$ cat config.mk
export PLATFORM = sky130hd
export DESIGN_NAME = mem_stage
export DESIGN_NICKNAME = d
export VERILOG_FILES = /design/src/rtl/mem_stage.sv
export SDC_FILE = /design/constraint.sdc
export NUM_CORES = 1
export LEC_CHECK = 0
export CAP_MARGIN = 20
export CORE_ASPECT_RATIO = 0.5
export CORE_UTILIZATION = 30
export DETAILED_ROUTE_END_ITERATION = 16
export GPL_TIMING_DRIVEN = 0
export RECOVER_POWER = 100
export SLEW_MARGIN = 20
export SYNTH_ARGS = -nofsm -noshare
export SYNTH_HDL_FRONTEND = slang
export SYNTH_SLANG_ARGS = --single-unit
$ cat constraint.sdc
create_clock -name clk -period 5.2 [get_ports clk]
set_input_delay 1.04 -clock clk [delete_from_list [all_inputs] [get_ports clk]]
set_output_delay 1.04 -clock clk [all_outputs]
set_load 0.005 [all_outputs]
$ cat src/rtl/mem_stage.sv
// mem_stage: RISC-V load/store stage between ex_mem and mem_wb.
// Moves data over an 8-bit RAM bus one byte per cycle, little-endian,
// and stalls the pipeline until the access completes. Non-memory
// instructions pass straight through combinationally.
module mem_stage (
  input  logic        clk,
  input  logic        rst,
  input  logic [6:0]  opcode_i,
  input  logic [2:0]  funct3_i,
  input  logic        we_i,
  input  logic [4:0]  waddr_i,
  input  logic [31:0] alu_i,
  input  logic [31:0] sdata_i,
  output logic [6:0]  opcode_o,
  output logic        we_o,
  output logic [4:0]  waddr_o,
  output logic [31:0] wdata_o,
  output logic        mem_req_o,
  input  logic        mem_grant_i,
  output logic [31:0] mem_a_o,
  output logic        mem_wr_o,
  output logic [7:0]  mem_dout_o,
  input  logic [7:0]  mem_din_i,
  output logic        stallreq_o
);

  localparam logic [6:0] LOAD_OPCODE  = 7'b0000011;
  localparam logic [6:0] STORE_OPCODE = 7'b0100011;

  typedef enum logic [1:0] {
    S_IDLE,
    S_GRANT_WAIT,
    S_ACCESS,
    S_DONE
  } state_t;

  state_t      r_state;
  logic [2:0]  r_cnt;
  logic [31:0] r_asm;

  logic        w_is_load;
  logic        w_is_store;
  logic        w_is_mem;
  logic        w_sext;
  logic [2:0]  w_nbytes;
  logic [2:0]  w_cnt_m1;
  logic        w_last;
  logic [7:0]  w_store_byte;
  logic [31:0] w_load_ext;

  assign w_is_load  = (opcode_i == LOAD_OPCODE);
  assign w_is_store = (opcode_i == STORE_OPCODE);
  assign w_is_mem   = w_is_load | w_is_store;
  assign w_sext     = ~funct3_i[2];

  // 00 -> byte, 01 -> half, 1x -> word
  assign w_nbytes = (funct3_i[1:0] == 2'b00) ? 3'd1 :
                    (funct3_i[1:0] == 2'b01) ? 3'd2 : 3'd4;

  // Loads need one extra ACCESS cycle because RAM data lags its address by one cycle.
  assign w_last   = w_is_load ? (r_cnt == w_nbytes) : (r_cnt == (w_nbytes - 3'd1));
  assign w_cnt_m1 = r_cnt - 3'd1;

  assign w_store_byte = sdata_i[{r_cnt[1:0], 3'b000} +: 8];

  // Sign- or zero-extend the assembled load bytes to 32 bits.
  always_comb begin
    // NOTE: every signal written in an always_comb gets a default first, so no path can leave it unassigned and infer a latch.
    w_load_ext = r_asm;
    case (funct3_i[1:0])
      2'b00:   w_load_ext = {{24{w_sext & r_asm[7]}},  r_asm[7:0]};
      2'b01:   w_load_ext = {{16{w_sext & r_asm[15]}}, r_asm[15:0]};
      default: w_load_ext = r_asm;
    endcase
  end

  // Access FSM: request, wait for grant, walk the bytes, then release the stall for one cycle.
  always_ff @(posedge clk) begin
    // NOTE: state uses non-blocking assignments so every register samples pre-edge values, independent of statement order.
    if (rst) begin
      r_state <= S_IDLE;
      r_cnt   <= 3'd0;
      // NOTE: the assembly register is reset along with the FSM so a load abandoned by reset leaves no stale bytes visible.
      r_asm   <= 32'd0;
    end else begin
      case (r_state)
        S_IDLE: begin
          if (w_is_mem) begin
            r_cnt   <= 3'd0;
            r_state <= mem_grant_i ? S_ACCESS : S_GRANT_WAIT;
          end
        end
        S_GRANT_WAIT: begin
          if (!w_is_mem) begin
            r_state <= S_IDLE;
          end else if (mem_grant_i) begin
            r_cnt   <= 3'd0;
            r_state <= S_ACCESS;
          end
        end
        S_ACCESS: begin
          if (!w_is_mem) begin
            r_state <= S_IDLE;
          end else begin
            if (w_is_load && (r_cnt != 3'd0)) begin
              r_asm[{w_cnt_m1[1:0], 3'b000} +: 8] <= mem_din_i;
            end
            r_cnt <= r_cnt + 3'd1;
            if (w_last) begin
              r_state <= S_DONE;
            end
          end
        end
        S_DONE: begin
          r_state <= S_IDLE;
        end
        default: begin
          r_state <= S_IDLE;
        end
      endcase
    end
  end

  // Output decode: pass-through by default, bus and stall controls from the FSM state, all zero in reset.
  always_comb begin
    opcode_o   = 7'd0;
    we_o       = 1'b0;
    waddr_o    = 5'd0;
    wdata_o    = 32'd0;
    mem_req_o  = 1'b0;
    mem_a_o    = 32'd0;
    mem_wr_o   = 1'b0;
    mem_dout_o = 8'd0;
    stallreq_o = 1'b0;
    if (!rst) begin
      opcode_o = opcode_i;
      we_o     = we_i;
      waddr_o  = waddr_i;
      wdata_o  = alu_i;
      if (w_is_mem) begin
        case (r_state)
          S_IDLE, S_GRANT_WAIT: begin
            mem_req_o  = 1'b1;
            stallreq_o = 1'b1;
          end
          S_ACCESS: begin
            mem_req_o  = 1'b1;
            stallreq_o = 1'b1;
            mem_a_o    = alu_i + {29'd0, r_cnt};
            if (w_is_store) begin
              mem_wr_o   = 1'b1;
              mem_dout_o = w_store_byte;
            end
          end
          S_DONE: begin
            if (w_is_load) begin
              wdata_o = w_load_ext;
            end
          end
          default: begin
            mem_req_o  = 1'b0;
            stallreq_o = 1'b0;
          end
        endcase
      end
    end
  end

endmodule

==> results.yml, run 1 <==
critical_path:
  crit_type: "in -> out"
  required_ns: 4.16
  startpoint_type: "primary input"
  crit_path_max_fanout: 3
  r2r_start: "r_cnt[0]"
  end_kind: "output pin"
  critPathLaunch: "alu_i[0]"
  critical_path_arrival_ns: 4.11
timing:
  fmax_ghz: 0.194
  hold_viol: 0
  clock_skew_ns: 0.00316
  final-setup-viol-count: 0
  whs_ns: 0.472
  drv_slew: 0
  slew_headroom: 0.507
  fin_ws_ns: 0.0549
  worst_pin_slew_ns: 0.734
  finalCritPeriodShare: 0.989
  min_period_ns: 5.15
clock_network:
  path_clk_slew_ns: 0.06
  cts_tree: "done"
  cts_sinks: 37
  clock-root-buffer: "clkbuf_16"
  h-tree-depth: 2
  cts_buffers: 5
  ctsHoldBuffers: 0
  cts_setup_buffers: 0
  clk_latency_ns: 0.28
  cts_buffer_depth: 2
floorplanning:
  core_area_um2: 12100
  die_x_um: 161
  die-area_um2: 13100
  start_util: 0.313
  row_count: 28
  die_h_um: 81.3
  io_pins: 179
synth:
  synth-async-reset-ratio: 0
  yosysWarnings: 0
  synth_top_flop_cell: "dfxtp_1"
  yosysTopAreaCell: "dfxtp_1"
  synth_edf_count: 0
  post_synth.cell_area_avg_um2: 6.98
  ys_ff_latch: 37
  synth.distinct_cells: 60
  syn-cell-area_um2: 3770
  synth_top_area_share: 0.196
  yosysSeqAreaShare: 0.196
  syn_nets: 642
  syn_inst: 541
  synth_area_leaders: "dfxtp_1 (20%), a21oi_1 (11%), nand4_1 (5.8%)"
power:
  powerDensity_nw_per_um2: 133
  power_switching_uw: 200
  vdd_drop_max_uv: 119
  p_leak_uw: 0.00211
  combPwrFrac: 0.256
  p_int_uw: 584
  p_seq_frac: 0.362
  switching_share: 0.255
  clkPwrFrac: 0.382
finish:
  antenna_cells: 0
  final_cells: 890
  final_common_cell: "clkdlybuf4s50_1"
  area_delta_synth_final_pct: 56.8
  final_cell_mix: "clkdlybuf4s50_1 (109), a21oi_1 (84), dlygate4sd3_1 (68)"
  fill_cells: 1253
  final-seq-area_um2: 741
  multi_input_area_um2: 2800
  nets: 826
  drive_above_1_share: 0.0497
global_routing:
  grt_pass1_wl_mm: 23.9
  grt-ovfl-total: 0
  grt_max_degree: 11
  grt_pass1_vias: 4378
  antenna_found_initial: 0
  track_usage: 0.235
placed_design:
  gp_congestion: 0.899
  dp.cells: 883
  dpl_worst_slack_ns: -0.136
  numPortBuffers: 177
  dp.final_hpwl_mm: 12.8
job:
  cap_violations: 0
route:
  drc: 0
  ant_nets: 0
  routed_wirelength_mm: 15.7
  viasPerCell: 5.39
  wl_per_cell_um: 17.7
  first_pass_iters: 5
  via_count: 4797
  first_iter_violations: 343
min_path:
  hold_start: "r_asm[18]"
  hold_path_class: "reg -> reg"
outcome:
  status: "finished, final reports clean"
-- worst max-delay path, cell delays in order --
cell and delay, ns:
clkdlybuf4s50_1 0.52, ha_2 0.22, inv_1 0.06, fa_1 0.42
nand2b_1 0.21, a2111oi_4 0.40, or4b_1 0.51, a21oi_2 0.19
clkdlybuf4s50_1 0.53
-- metal layers --
metal  part of all wire  GRT usage  vias to the layer above
met5                  0          0                        -
met4              0.013     0.0505                        0
met3              0.060     0.0250                       16
met2               0.42      0.356                      167
met1               0.51      0.354                     2235
li1                   -          -                     2379
-- synthesized netlist by cell type, types with 3 or more instances --
cell      number
a21oi_1       85
nand2_1       54
o21ai_0       43
clkbuf_1      37
dfxtp_1       37
nand4_1       35
nor2b_1       25
nand3_1       24
nor2_1        22
nand2b_1      20
inv_1         14
or4_1         12
o31ai_1       11
a211oi_1       9
and3_1         9
ha_1           9
mux4_2         8
or3_1          8
nor3_1         5
and2_1         4
and4_1         4
buf_1          4
o41ai_1        4
or2_2          4
xor2_1         4
buf_2          3
nor3b_1        3
nor4bb_1       3
or4b_1         3
xnor2_1        3
-- worst paths after layout --
check,cells past startpoint,end,slack [ns]
setup / recovery,9,mem_a_o[30],0.05
hold / removal,2,r_asm[18],0.47
setup reg to reg,10,r_asm[14],1.45
hold reg to reg,2,r_asm[18],0.47
-- cell type report --
| type | instances | area share |
|---|---|---|
| Clock buffer | 7 | 0.0241 |
| Tap cell | 165 | 0.0349 |
| Buffer | 48 | 0.0345 |
| Inverter | 14 | 0.00888 |
| Sequential cell | 37 | 0.125 |
| Timing Repair Buffer | 177 | 0.299 |
| Multi-Input combinational cell | 442 | 0.473 |
-- power groups by stage --
stage,Sequential (µW),Combinational [µW],Clock (µW)
final,284,201,300
after global routing,283,217,313
after detailed placement,290,205,0
after floorplan,290,65.1,0
after CTS,284,205,302
after global placement,290,203,0
-- registers in the layout, indices dropped and copies added (netlist names) --
name     count
r_state      2
r_asm       32
r_cnt        3
-- what timing repair did --
item                                    in CTS  in global routing
endpoints found under the setup margin       3                 11
gates resized for setup                      2                  7
pin swaps                                    0                  0
-- stage by stage --
| stage | TNS [ns] | cell area (µm²) | total power, µW | utilization |
|---|---|---|---|---|
| finish | 0 | 5920 | 784 | 0.491 |
| global route | -0.0220 | 5920 | 814 | 0.491 |
| CTS | 0 | 5900 | 791 | 0.490 |
| detailed placement | -0.352 | 5750 | 494 | 0.477 |
| global placement | -0.302 | 5750 | 493 | 0.477 |
| floorplan | 0 | 3770 | 355 | - |
-- cells by family after synthesis --
group	Yosys count	synth area share
buf+inv	62	0.0679
xor+xnor	7	0.0162
simple gates	245	0.372
compound gates	171	0.263
fa+ha+maj	10	0.0351
flops	37	0.196
mux	9	0.0504
Note: power is estimated with default switching activity, not from simulation.
==> run 2: changes to the inputs <==
--- a/config.mk
+++ b/config.mk
@@ -8,6 +8,7 @@
 export CAP_MARGIN = 20
 export CORE_ASPECT_RATIO = 0.5
 export CORE_UTILIZATION = 30
+export CTS_CLUSTER_SIZE = 40
 export DETAILED_ROUTE_END_ITERATION = 16
 export GPL_TIMING_DRIVEN = 0
 export RECOVER_POWER = 100
==> results of run 2 <==
Same layout as run 1: the final DEF is identical, and so are final timing and power.
==> run 3: changes to the inputs <==
--- a/config.mk
+++ b/config.mk
@@ -5,12 +5,14 @@
 export SDC_FILE = /design/constraint.sdc
 export NUM_CORES = 1
 export LEC_CHECK = 0
-export CAP_MARGIN = 20
+export CELL_PAD_IN_SITES_DETAIL_PLACEMENT = 1
+export CELL_PAD_IN_SITES_GLOBAL_PLACEMENT = 2
 export CORE_ASPECT_RATIO = 0.5
-export CORE_UTILIZATION = 30
+export CORE_UTILIZATION = 23
 export CTS_CLUSTER_SIZE = 40
 export DETAILED_ROUTE_END_ITERATION = 16
 export GPL_TIMING_DRIVEN = 0
+export PLACE_DENSITY_LB_ADDON = 0.1
 export RECOVER_POWER = 100
 export SLEW_MARGIN = 20
 export SYNTH_ARGS = -nofsm -noshare
==> constraint.sdc (replaced) <==
create_clock -name clk -period 6.65 [get_ports clk]
set_input_delay 1.33 -clock clk [delete_from_list [all_inputs] [get_ports clk]]
set_output_delay 1.33 -clock clk [all_outputs]
set_load 0.005 [all_outputs]
==> run 3 against run 2 <==
Effect of this change:
- clock skew grew 0.0024 ns
- worst setup slack gained 0.44 ns
- global-route usage shrank 2.5 points
- clock power shrank 23%
- register-to-register slack gained 1.5 ns
- wire length grew 13%
- power shrank 22%
- core utilization shrank 11 points
- via count shrank 0.71%
- critical path type unchanged
- critical endpoint is now mem_a_o[28]
- highest routed layer unchanged
==> results.yml, run 3 (synthesis gave the netlist of run 1 again) <==
outcome:
  status: "finished, final reports clean"
finish:
  area_delta_synth_final_pct: 57.9
  nets: 826
  reg_top3: "r_asm: 32 flops, r_cnt: 3 flops, r_state: 2 flops"
  final_common_cell: "clkdlybuf4s50_1"
  top_register: "r_asm"
  largest_reg_flops: 32
  fill_cells: 1933
  antenna_cells: 0
  final_cell_mix: "clkdlybuf4s50_1 (91), dlygate4sd3_1 (86), a21oi_1 (85)"
  drive_above_1_share: 0.0441
critical_path:
  rrSetupSlack_ns: 2.91
  crit_type: "in -> out"
  r2r_end: "r_asm[30]"
  critical_path_arrival_ns: 4.82
  critPathLaunch: "alu_i[0]"
  required_ns: 5.32
  startpoint_type: "primary input"
  worst-r2r-cell-count: 10
  crit_path_max_fanout: 3
  end_kind: "output pin"
  r2r_start: "r_cnt[0]"
power:
  p_leak_uw: 0.00215
  p_int_uw: 446
  switching_share: 0.271
  clkPwrFrac: 0.378
  p_seq_frac: 0.363
  combPwrFrac: 0.259
  power_switching_uw: 166
  powerDensity_nw_per_um2: 103
  vdd_drop_max_uv: 81.1
route:
  viasPerCell: 5.03
  first_iter_violations: 280
  wl_per_cell_um: 18.7
  routed_wirelength_mm: 17.7
  first_pass_iters: 4
  ant_nets: 0
  via_count: 4763
  drc: 0
global_routing:
  grt_pass1_wl_mm: 27.9
  antenna_found_initial: 0
  track_usage: 0.211
  grt_max_degree: 13
  grt_pass1_vias: 4838
  grt-ovfl-total: 0
clock_network:
  h-tree-depth: 2
  cts_buffers: 5
  cts_sinks: 37
  cts_buffer_depth: 2
  ctsHoldBuffers: 0
  clk_latency_ns: 0.28
  cts_tree: "done"
  cts_setup_buffers: 0
  path_clk_slew_ns: 0.06
  clock-root-buffer: "clkbuf_16"
  cts_resized: 0
floorplanning:
  core_area_um2: 15700
  row_count: 32
  die-area_um2: 17000
  start_util: 0.240
  die_x_um: 183
  die_h_um: 92.6
  io_pins: 179
timing:
  rsz0062_at_grt: "false"
  fmax_ghz: 0.163
  min_period_ns: 6.15
  finalSetupTns_ns: 0
  fin_ws_ns: 0.497
  whs_ns: 0.473
  finalCritPeriodShare: 0.925
  final-setup-viol-count: 0
  hold_viol: 0
  drv_slew: 0
  slew_headroom: 0.468
  worst_pin_slew_ns: 0.793
  clock_skew_ns: 0.00555
job:
  cap_violations: 0
min_path:
  min_path_cells: 2
  hold_start: "r_asm[19]"
  hold_end: "r_asm[19]"
  hold_path_class: "reg -> reg"
placed_design:
  gp_congestion: 0.825
  dp.final_hpwl_mm: 14.6
  numPortBuffers: 177
  dpl_worst_slack_ns: 0.580
## run 3: cell count changes in the layout (fill, tap and decap cells not counted), moves of 2 or more
cell / previous run / this run
clkdlybuf4s50_1: 109 / 91
dlygate4sd3_1: 68 / 86
clkbuf_2: 4 / 1
buf_2: 0 / 2
clkinv_2: 0 / 2
## run 3: per-layer routing
metal / GRT usage / vias to the layer above / part of all wire
li1: - / 2374 / -
met1: 0.310 / 2227 / 0.51
met2: 0.311 / 156 / 0.40
met3: 0.0507 / 6 / 0.086
met4: 0.0306 / 0 / 0.0045
met5: 0 / - / 0
## run 3: power by group through the flow
stage | clock network (µW) | logic, µW | registers (µW)
after CTS | 236 | 166 | 222
after global routing | 245 | 172 | 222
final | 231 | 158 | 222
after detailed placement | 0 | 165 | 227
after global placement | 0 | 164 | 227
after floorplan | 0 | 50.9 | 227
## run 3: how the worst max path moves through the flow
stage	endpoint	slack, ns	cells past startpoint
3_5_place_dp	mem_a_o[28]	0.58	9
4_1_cts	mem_a_o[28]	0.57	9
5_1_grt	mem_a_o[28]	0.33	9
2_1_floorplan	mem_a_o[26]	2.17	7
3_3_place_gp	mem_a_o[28]	0.59	9
6_report	mem_a_o[28]	0.50	9
## run 3: cell type report
cell class | instances | area [µm²] | share of cell area
repair buffers | 177 | 1770 | 0.297
flip-flops and latches | 37 | 741 | 0.124
clock inverters | 3 | 17.5 | 0.00294
well taps | 221 | 277 | 0.0464
clock buffers | 5 | 125 | 0.0210
multi-input cells | 442 | 2770 | 0.465
plain buffers | 48 | 203 | 0.0340
inverters | 14 | 52.6 | 0.00882
## run 3: critical path, stage by stage
cell	delay, ns
clkdlybuf4s50_1	0.49
ha_1	0.31
inv_1	0.09
fa_1	0.42
nand2b_1	0.16
a2111oi_0	0.71
or4b_1	0.49
a21oi_1	0.23
dlygate4sd3_1	0.60
## run 3: stage by stage
stage | power, µW | std cells | utilization | area, µm²
after floorplan | 277 | 541 | - | 3770
after global placement | 390 | 939 | 0.370 | 5820
after detailed placement | 392 | 939 | 0.370 | 5820
after CTS | 623 | 947 | 0.379 | 5970
after global routing | 639 | 947 | 0.379 | 5960
final | 611 | 947 | 0.379 | 5960
